<file path="src/rtl/cdr_phase_ctrl.sv">
// Loop controller for an Alexander phase detector: vote filter, phase stepper, ACQ/LOCK FSM.
// Optional macro CDR_PHASE_HOLD_EN adds i_hold, which freezes voting, stepping and FSM state.
module cdr_phase_ctrl #(
    parameter int unsigned NB_PHASES  = 25,
    parameter int unsigned ACC_W      = 5,
    parameter int unsigned TH_ACQ     = 4,
    parameter int unsigned TH_TRK     = 8,
    parameter int unsigned WIN        = 32,
    parameter int unsigned LOCK_WIN   = 4,
    parameter int unsigned LOSS_STEPS = 3
) (
    input  logic       i_clk,
    input  logic       i_rst,
    input  logic       i_valid,
    input  logic       i_T,
    input  logic       i_E,
    input  logic       i_restart,
`ifdef CDR_PHASE_HOLD_EN
    input  logic       i_hold,
`endif
    output logic [5:0] o_phase,
    output logic       o_step,
    output logic       o_dir,
    output logic       o_lock
);

    localparam int unsigned SUM_W   = ACC_W + 1;
    localparam int unsigned WIN_W   = (WIN > 1) ? $clog2(WIN) : 1;
    localparam int unsigned QUIET_W = $clog2(LOCK_WIN + 1);
    localparam int unsigned LOSS_W  = $clog2(LOSS_STEPS + 1);

    localparam logic [5:0]         PH_CENTRE  = 6'(NB_PHASES / 2);
    localparam logic [5:0]         PH_LAST    = 6'(NB_PHASES - 1);
    localparam logic [WIN_W-1:0]   WIN_LAST   = WIN_W'(WIN - 1);
    localparam logic [QUIET_W-1:0] QUIET_FULL = QUIET_W'(LOCK_WIN);
    localparam logic [LOSS_W-1:0]  LOSS_FULL  = LOSS_W'(LOSS_STEPS);

    typedef enum logic [0:0] {StAcq, StLock} state_e;

    state_e                  state;
    logic signed [ACC_W-1:0] acc;
    logic [WIN_W-1:0]        win_cnt;
    logic                    win_stepped;
    logic [QUIET_W-1:0]      quiet_cnt;
    logic [LOSS_W-1:0]       loss_cnt;

    logic                    hold;
    logic                    active;
    logic signed [SUM_W-1:0] vote;
    logic signed [SUM_W-1:0] acc_sum;
    logic signed [SUM_W-1:0] th_pos;
    logic signed [SUM_W-1:0] th_neg;
    logic                    step_up;
    logic                    step_dn;
    logic                    step_any;
    logic                    win_wrap;
    logic [5:0]              phase_inc;
    logic [5:0]              phase_dec;
    logic [QUIET_W-1:0]      quiet_nxt;
    logic [LOSS_W-1:0]       loss_nxt;

`ifdef CDR_PHASE_HOLD_EN
    assign hold = i_hold;
`else
    assign hold = 1'b0;
`endif

    assign o_lock = (state == StLock);

    always_comb begin
        active = i_valid & ~hold;
        vote   = '0;
        if (i_T) begin
            vote = i_E ? SUM_W'(1) : '1;
        end
        acc_sum  = {acc[ACC_W-1], acc} + vote;
        th_pos   = (state == StLock) ? SUM_W'(TH_TRK) : SUM_W'(TH_ACQ);
        th_neg   = -th_pos;
        step_up  = active && (acc_sum >= th_pos);
        step_dn  = active && (acc_sum <= th_neg);
        step_any = step_up | step_dn;
        win_wrap = active && (win_cnt == WIN_LAST);

        phase_inc = (o_phase >= PH_LAST) ? 6'd0 : o_phase + 6'd1;
        phase_dec = (o_phase == 6'd0) ? PH_LAST : o_phase - 6'd1;

        // A step on the wrapping strobe belongs to the ending window.
        quiet_nxt = quiet_cnt;
        if (step_any) begin
            quiet_nxt = '0;
        end else if (win_wrap && !win_stepped && (quiet_cnt != QUIET_FULL)) begin
            quiet_nxt = quiet_cnt + QUIET_W'(1);
        end

        // Run length of same-direction steps; a reversal restarts the run at 1.
        loss_nxt = LOSS_W'(1);
        if ((loss_cnt != '0) && (step_up == o_dir) && (loss_cnt != LOSS_FULL)) begin
            loss_nxt = loss_cnt + LOSS_W'(1);
        end
    end

    always_ff @(posedge i_clk) begin
        if (!i_rst) begin
            state       <= StAcq;
            acc         <= '0;
            win_cnt     <= '0;
            win_stepped <= 1'b0;
            quiet_cnt   <= '0;
            loss_cnt    <= '0;
            o_phase     <= PH_CENTRE;
            o_step      <= 1'b0;
            o_dir       <= 1'b0;
        end else begin
            o_step <= 1'b0;
            if (i_restart) begin
                state       <= StAcq;
                acc         <= '0;
                win_cnt     <= '0;
                win_stepped <= 1'b0;
                quiet_cnt   <= '0;
                loss_cnt    <= '0;
            end else if (active) begin
                if (step_up) begin
                    o_phase <= phase_inc;
                    o_dir   <= 1'b1;
                    o_step  <= 1'b1;
                    acc     <= '0;
                end else if (step_dn) begin
                    o_phase <= phase_dec;
                    o_dir   <= 1'b0;
                    o_step  <= 1'b1;
                    acc     <= '0;
                end else begin
                    acc <= acc_sum[ACC_W-1:0];
                end

                win_cnt     <= win_wrap ? '0 : win_cnt + WIN_W'(1);
                win_stepped <= ~win_wrap & (win_stepped | step_any);
                quiet_cnt   <= quiet_nxt;

                unique case (state)
                    StAcq: begin
                        if (quiet_nxt == QUIET_FULL) begin
                            state    <= StLock;
                            acc      <= '0;
                            loss_cnt <= '0;
                        end
                    end
                    StLock: begin
                        if (step_any) begin
                            if (loss_nxt == LOSS_FULL) begin
                                state       <= StAcq;
                                acc         <= '0;
                                win_cnt     <= '0;
                                win_stepped <= 1'b0;
                                quiet_cnt   <= '0;
                                loss_cnt    <= '0;
                            end else begin
                                loss_cnt <= loss_nxt;
                            end
                        end
                    end
                    default: ;
                endcase
            end
        end
    end

endmodule

</file>
<file path="config.mk">
export PLATFORM = sky130hd
export DESIGN_NAME = cdr_phase_ctrl
export DESIGN_NICKNAME = d
export VERILOG_FILES = /design/src/rtl/cdr_phase_ctrl.sv
export SDC_FILE = /design/constraint.sdc
export NUM_CORES = 1
export LEC_CHECK = 0
export CAP_MARGIN = 20
export CORE_UTILIZATION = 62
export CTS_CLUSTER_SIZE = 25
export DETAILED_ROUTE_END_ITERATION = 12
export GPL_TIMING_DRIVEN = 0
export PLACE_DENSITY = 0.85
export SLEW_MARGIN = 10
export SYNTH_ARGS = -nofsm -noshare
export SYNTH_HDL_FRONTEND = slang
export SYNTH_SLANG_ARGS = --single-unit
</file>
<file path="constraint.sdc">
create_clock -name i_clk -period 10 [get_ports i_clk]
set_input_delay 2 -clock i_clk [delete_from_list [all_inputs] [get_ports i_clk]]
set_output_delay 2 -clock i_clk [all_outputs]
set_load 0.02 [all_outputs]
</file>
After elaboration in Yosys (flattened, before gate mapping)

Cells that the tools add are included.

Word-level logic and storage cells: 88
Output and inout bits: 9
Bits of input ports: 6
Register bits: 25

Equality and inequality tests: 8
Add/subtract/negate cells: 7
Bitwise operators: 8
Order comparisons: 3
Reduce and logical (&&, ||, !) cells: 15
Muxes and demuxes: 38

Operators by type and width:

| operator                                            | count |
|---|---|
| two-way mux 5 bit                                   | 9 |
| two-way mux 6 bit                                   | 6 |
| two-way mux 3 bit                                   | 5 |
| two-way mux 1 bit                                   | 10 |
| case mux 5 bit (2 select lines)                     | 1 |
| two-way mux 2 bit                                   | 4 |
| logical AND 1 bit                                   | 7 |
| adder 6 x 1 -> 6 bit, second input constant         | 1 |
| adder 6 bit                                         | 1 |
| >= comparator 6 x 5 -> 1 bit                        | 1 |
| >= comparator 6 x 5 -> 1 bit, second input constant | 1 |
| less-or-equal comparator 6 bit                      | 1 |
| logical NOT 6 bit                                   | 1 |
| negation 4 -> 6 bit                                 | 1 |
| AND reduction 3 bit                                 | 2 |
| subtractor 6 x 1 -> 6 bit, second input constant    | 1 |
| adder 5 x 1 -> 5 bit, second input constant         | 1 |
| equality test 5 bit, second input constant          | 1 |
| inverter 1 bit                                      | 5 |
| two-way mux 4 bit                                   | 1 |
| != test 2 bit, second input constant                | 2 |
| case mux 2 bit (2 select lines)                     | 1 |
| nonzero test 2 bit                                  | 2 |
| adder 3 x 1 -> 3 bit, second input constant         | 1 |
| 12 further kinds                                    | 13 |

Longest topological paths before layout

Depth after elaboration: 13
Gate-level depth with buffers: 17
Mapped depth without buffers: 15

Worst setup path before layout

No wires, ideal clock.

Path kind: input to register
Start: in i_E
End: reg win_cnt[3]
Path slack: 4.512 ns
Stages on the path: 15
Required time: 9.878 ns
Buffers on the path: 1
Arrival time: 5.366 ns
Library setup time: 0.122 ns
Path through: nand2b_1 > clkbuf_2 > inv_2 > ha_1 > inv_1 > a211o_1 > o211ai_1 > ha_1 > nor2b_1 > a311o_1 > or4bb_1 > nand3_2 > mux2_2 > o21a_1 > a221o_1

Longest elaborated chain between the ends: 13
Elaborated cells on any way between the ends: 16
Classes of those cells: add/sub: 1; order compare: 2; eq/ne: 2; mux: 6; bitwise: 1; reduce/logical: 4

RTL lines:

| element                        | RTL line | source |
|---|---|---|
| start, declared                | 16       | `input logic i_E,` |
| two-way mux 6 bit (*)          | 74       | `vote = i_E ? SUM_W'(1) : '1;` |
| two-way mux 6 bit (*)          | 73       | `if (i_T) begin` |
| adder 6 bit (*)                | 76       | `acc_sum = {acc[ACC_W-1], acc} + vote;` |
| >= comparator 6 x 5 -> 1 bit   | 79       | `step_up = active && (acc_sum >= th_pos);` |
| logical AND 1 bit              | 79       |  |
| equality test 1 bit            | 97       | `if ((loss_cnt != '0) && (step_up == o_dir) && (loss_cnt != LOSS_FULL)) begin` |
| logical AND 1 bit (2 in a row) | 97       |  |
| two-way mux 2 bit              | 97       |  |
| equality test 2 bit            | 151      | `if (loss_nxt == LOSS_FULL) begin` |
| two-way mux 5 bit              | 151      |  |
| two-way mux 5 bit (*)          | 150      | `if (step_any) begin` |
| two-way mux 5 bit (*)          | 141      | `unique case (state)` |
| end signal, assigned           | 137      | `win_cnt <= win_wrap ? '0 : win_cnt + WIN_W'(1);` |
| end, declared                  | 42       | `logic [WIN_W-1:0] win_cnt;` |

Every way passes the cells marked *; elsewhere a longest branch is shown, timed or not.
A chain may end at the register's enable or synchronous reset.

Final worst setup path

Same ends and word-level chain as after synthesis.

==> results by stage <==
Critical path:
- Tracing the worst setup path back leads to its startpoint at i_E.
- The worst-case reg-to-reg path depth is 12.
- Data arrives at the worst endpoint at 6.18 ns.
- The critical register-to-register path startpoint is acc[0]$_SDFFE_PP0P_.
- The worst setup path is launched from a primary input.
- The required arrival time at the worst endpoint is 10.21 ns.
- The critical path endpoint category is a register.
- Of all nets on the critical path, the largest fanout is 7.
- The path type of the worst setup path is primary input to register.

Placed design:
- Detailed placement finished with a half-perimeter wire length of 3.05 mm.
- Routability-driven placement finished with a final weighted congestion of 0.935.
- In this run the tool buffered the top-level ports with 14 buffer cells.
- The cell count after placement is 262.

Hold path:
- The worst hold path stage count is 2.
- In this run the most critical hold path is launched from acc[0]$_SDFFE_PP0P_.
- The min-delay analysis places its worst path in the category register to register.

Routing:
- The first detailed-routing pass ran for 4 iterations.
- The final layout contains routed wiring with a total length of 4.01 mm.
- The detail route stage leaves a number of antenna-violating nets equal to 0.
- The average detailed-routed wire length per instance is 15.1 µm.
- The starting DRC count in detailed routing is 72.
- Summing over every cut layer, the via total after detailed routing is 1,703.
- The via density per instance is 6.40.
- After detailed routing, the number of remaining DRC violations is 0.

Global route:
- The wire length of the first global-routing pass is 7.16 mm.
- The initial antenna violation count is 0.
- The total global routing overflow is 0.
- In the global route stage, overall resource usage came out at 0.284.
- The via count of the first global-routing pass is 1,667.
- Entering global routing, the biggest net connects 14 pins.

STA:
- The max-slew violation count came to 0.
- The worst relative slew slack is 0.527.
- The worst-margin pin slew is 0.710 ns.
- The maximum clock skew at final layout is 0.00793 ns.
- Setup repair after global routing left no endpoint under its margin.
- The total count of hold-check failures in the final report is 0.
- Setup violations remaining at the end of the flow were counted as 0.
- The setup TNS after final layout is 0 ns.
- Derived from the worst setup path, the maximum achievable clock frequency is 0.168 GHz.
- The clock period minus final worst setup slack is 5.97 ns.
- In the finished design, the share of the clock period the worst path needs comes to 0.597.

Layout:
- After filler insertion, the fill cell instance count of the layout stands at 226.
- The number of standard cells in the layout, taps in and fillers out is 266.
- Of the cells placed in the final design, the portion with a size suffix greater than 1 is 0.0638.
- The synthesis-to-layout area growth is 11.5%.
- In the final design database the tool counted 258 nets.
- The antenna cell count is 0.

Synth:
- The multiplexer share of the synthesized area is 0.0521.
- Yosys instantiated no cell more often than dfxtp_1.
- A synthesized cell averages 8.19 µm².
- Of the total synthesized cell area, the portion taken by full adders, half adders and majority gates is 0.113.
- By count the netlist is led by dfxtp_1 (25), nor2_1 (24), nand2_1 (19).
- The share of synthesized flip-flops with an asynchronous set or reset is 0.
- After synthesis the netlist holds a flip-flop and latch count of 25.
- Counting every net in the synthesized netlist gives 239.
- The synthesized-area fraction occupied by ao, oa, aoi and oai cells is 0.245.
- The main flop type after synthesis is dfxtp_1.
- The synthesis warning total is 0.
- The cell type with the largest total area after synthesis is dfxtp_1.
- Sorting the synthesized cells by area gives the leading types as dfxtp_1 (28%), ha_1 (11%), nor2_1 (5.1%).
- The number of different library cells used by synthesis comes to 54.
- Of the total synthesized cell area, the portion taken by AND, OR, NAND and NOR gates is 0.245.
- The synthesized instance count is 217.
- The area of the mapped netlist is 1780 µm².
- The number of enable-type register cells in the synthesized netlist is 0.
- The share of synthesized area in the top cell type comes to 0.281.
- By area, the combinational part of the netlist is dominated by compound AO/OA/AOI/OAI gates.
- Of the total synthesized cell area, the portion taken by XOR and XNOR cells is 0.0197.
- For this run, the register share of the synthesized area comes to 0.281.

Clocking:
- The maximum level of the CTS H-tree is 1.
- In this run the clock root is driven by a clkbuf_4.
- Once the clock tree was built, the resizer swapped 0 gates to a different size.
- The latest clock arrival within the worst-skew pair is 0.32 ns.
- The sink count of the clock tree is 25.
- The number of buffers inserted during clock tree synthesis is 3.
- The clock passes through at most 2 buffers.
- The CTS tree is built.
- Clock-pin slew was measured on the worst setup and hold paths at 0.14 ns.
- The total setup buffers inserted after CTS is 0.
- The number of hold buffers added after CTS is 0.

Floorplanning:
- 15 I/O pins were placed.
- The die width is 55.6 µm.
- Row generation in the floorplan step produced 19 rows.
- The placeable core region is 2730 µm².
- The die covers 3090 µm².
- For this configuration, the core starts out at a cell density of 0.650.
- Measured along the y axis, the die boundary spans 55.6 µm.

Power and ir drop:
- For this design the ratio of total power to cell area is 100 nW/µm².
- The leakage power figure is 0.803 nW.
- VDD sags by at most 0.0831 mV.

Outcome:
- The flow ran to the end, and the final reports show no timing, DRC or antenna violations.

Job:
- Max-cap violations in this run came to 0.
[per-layer routing]
| layer | GRT usage | routed length, µm |
|---|---|---|
| met5 | 0 | 0 |
| met4 | 0.121 | 68 |
| met3 | 0.0211 | 202 |
| met2 | 0.499 | 2020 |
| met1 | 0.355 | 1720 |
[per-stage QoR]
step                      power [mW]  setup slack (ns)  hold WS, ns  utilization  cell area (µm²)
final                          0.198              4.03        0.491        0.725             1980
after global routing           0.209              3.90        0.532        0.725             1980
after CTS                      0.199              4.05        0.492        0.725             1980
after detailed placement       0.154              3.70        0.472        0.716             1960
after global placement         0.152              3.81        0.457        0.716             1960
after floorplan                0.140              4.51        0.449            -             1780
[power by group]
group / internal [mW] / switching (mW)
Combinational: 0.0206 / 0.0259
Clock: 0.0156 / 0.0304
Sequential: 0.102 / 0.00361
[cell families (layout without fill, tap and decap cells)]
group                    Yosys count  count (layout)
multiplexers                       9               9
XOR/XNOR                           4               4
flip-flops                        25              25
AO/OA/AOI/OAI                     58              58
adder cells (fa/ha/maj)           16              16
AND/OR/NAND/NOR                   85              85
buffers and inverters             20              38
[worst max-delay path: stages]
cell,delay (ns)
clkdlybuf4s50_1,0.44
nand2b_1,0.09
clkbuf_2,0.19
inv_2,0.10
ha_1,0.38
inv_1,0.06
a211o_1,0.22
o211ai_1,0.16
ha_1,0.31
nor2b_1,0.14
a311o_1,0.34
or4bb_1,0.57
nand3_2,0.21
mux2_2,0.40
o21a_1,0.23
a221o_1,0.34
[state kept, by name, summed over array words and instances, names as in the netlist]
name,count
acc,5
o_step,1
o_phase,6
win_cnt,5
quiet_cnt,3
o_lock,1
loss_cnt,2
o_dir,1
win_stepped,1
[path summary, 6_finish.rpt]
| path | slack (ns) | endpoint |
|---|---|---|
| hold reg to reg | 0.49 | acc[0]$_SDFFE_PP0P_ |
| setup reg to reg | 6.05 | win_cnt[3]$_SDFFE_PP0P_ |
| setup / recovery | 4.03 | win_cnt[3]$_SDFFE_PP0P_ |
| hold / removal | 0.49 | acc[0]$_SDFFE_PP0P_ |
[placed cells by master, fill, tap and decap left out, types with 3 or more instances in the layout]
cell type        netlist  routed
o21ai_0               11      11
clkbuf_1               3       4
a21o_1                 4       4
inv_1                 12      12
nand2_1               19      19
or3_1                  4       4
nand3_1                8       8
a21oi_1               10      10
nand4b_1               3       3
a211o_1                3       3
xnor2_1                4       4
nor3b_1                3       3
clkbuf_4               0       3
ha_1                  16      16
nor3_1                 3       3
clkdlybuf4s50_1        0      14
mux2i_1                7       7
nand2b_1               3       3
nor2_1                24      24
dfxtp_1               25      25
nand4_1                5       5
[layout make-up]
type / instances / area, µm² / share of cell area
inverters: 14 / 52.6 / 0.0265
flip-flops and latches: 25 / 500 / 0.252
plain buffers: 6 / 26.3 / 0.0132
well taps: 31 / 38.8 / 0.0196
multi-input cells: 172 / 1200 / 0.604
repair buffers: 14 / 140 / 0.0707
clock buffers: 4 / 26.3 / 0.0132
Note: power is estimated with default switching activity, not from simulation.
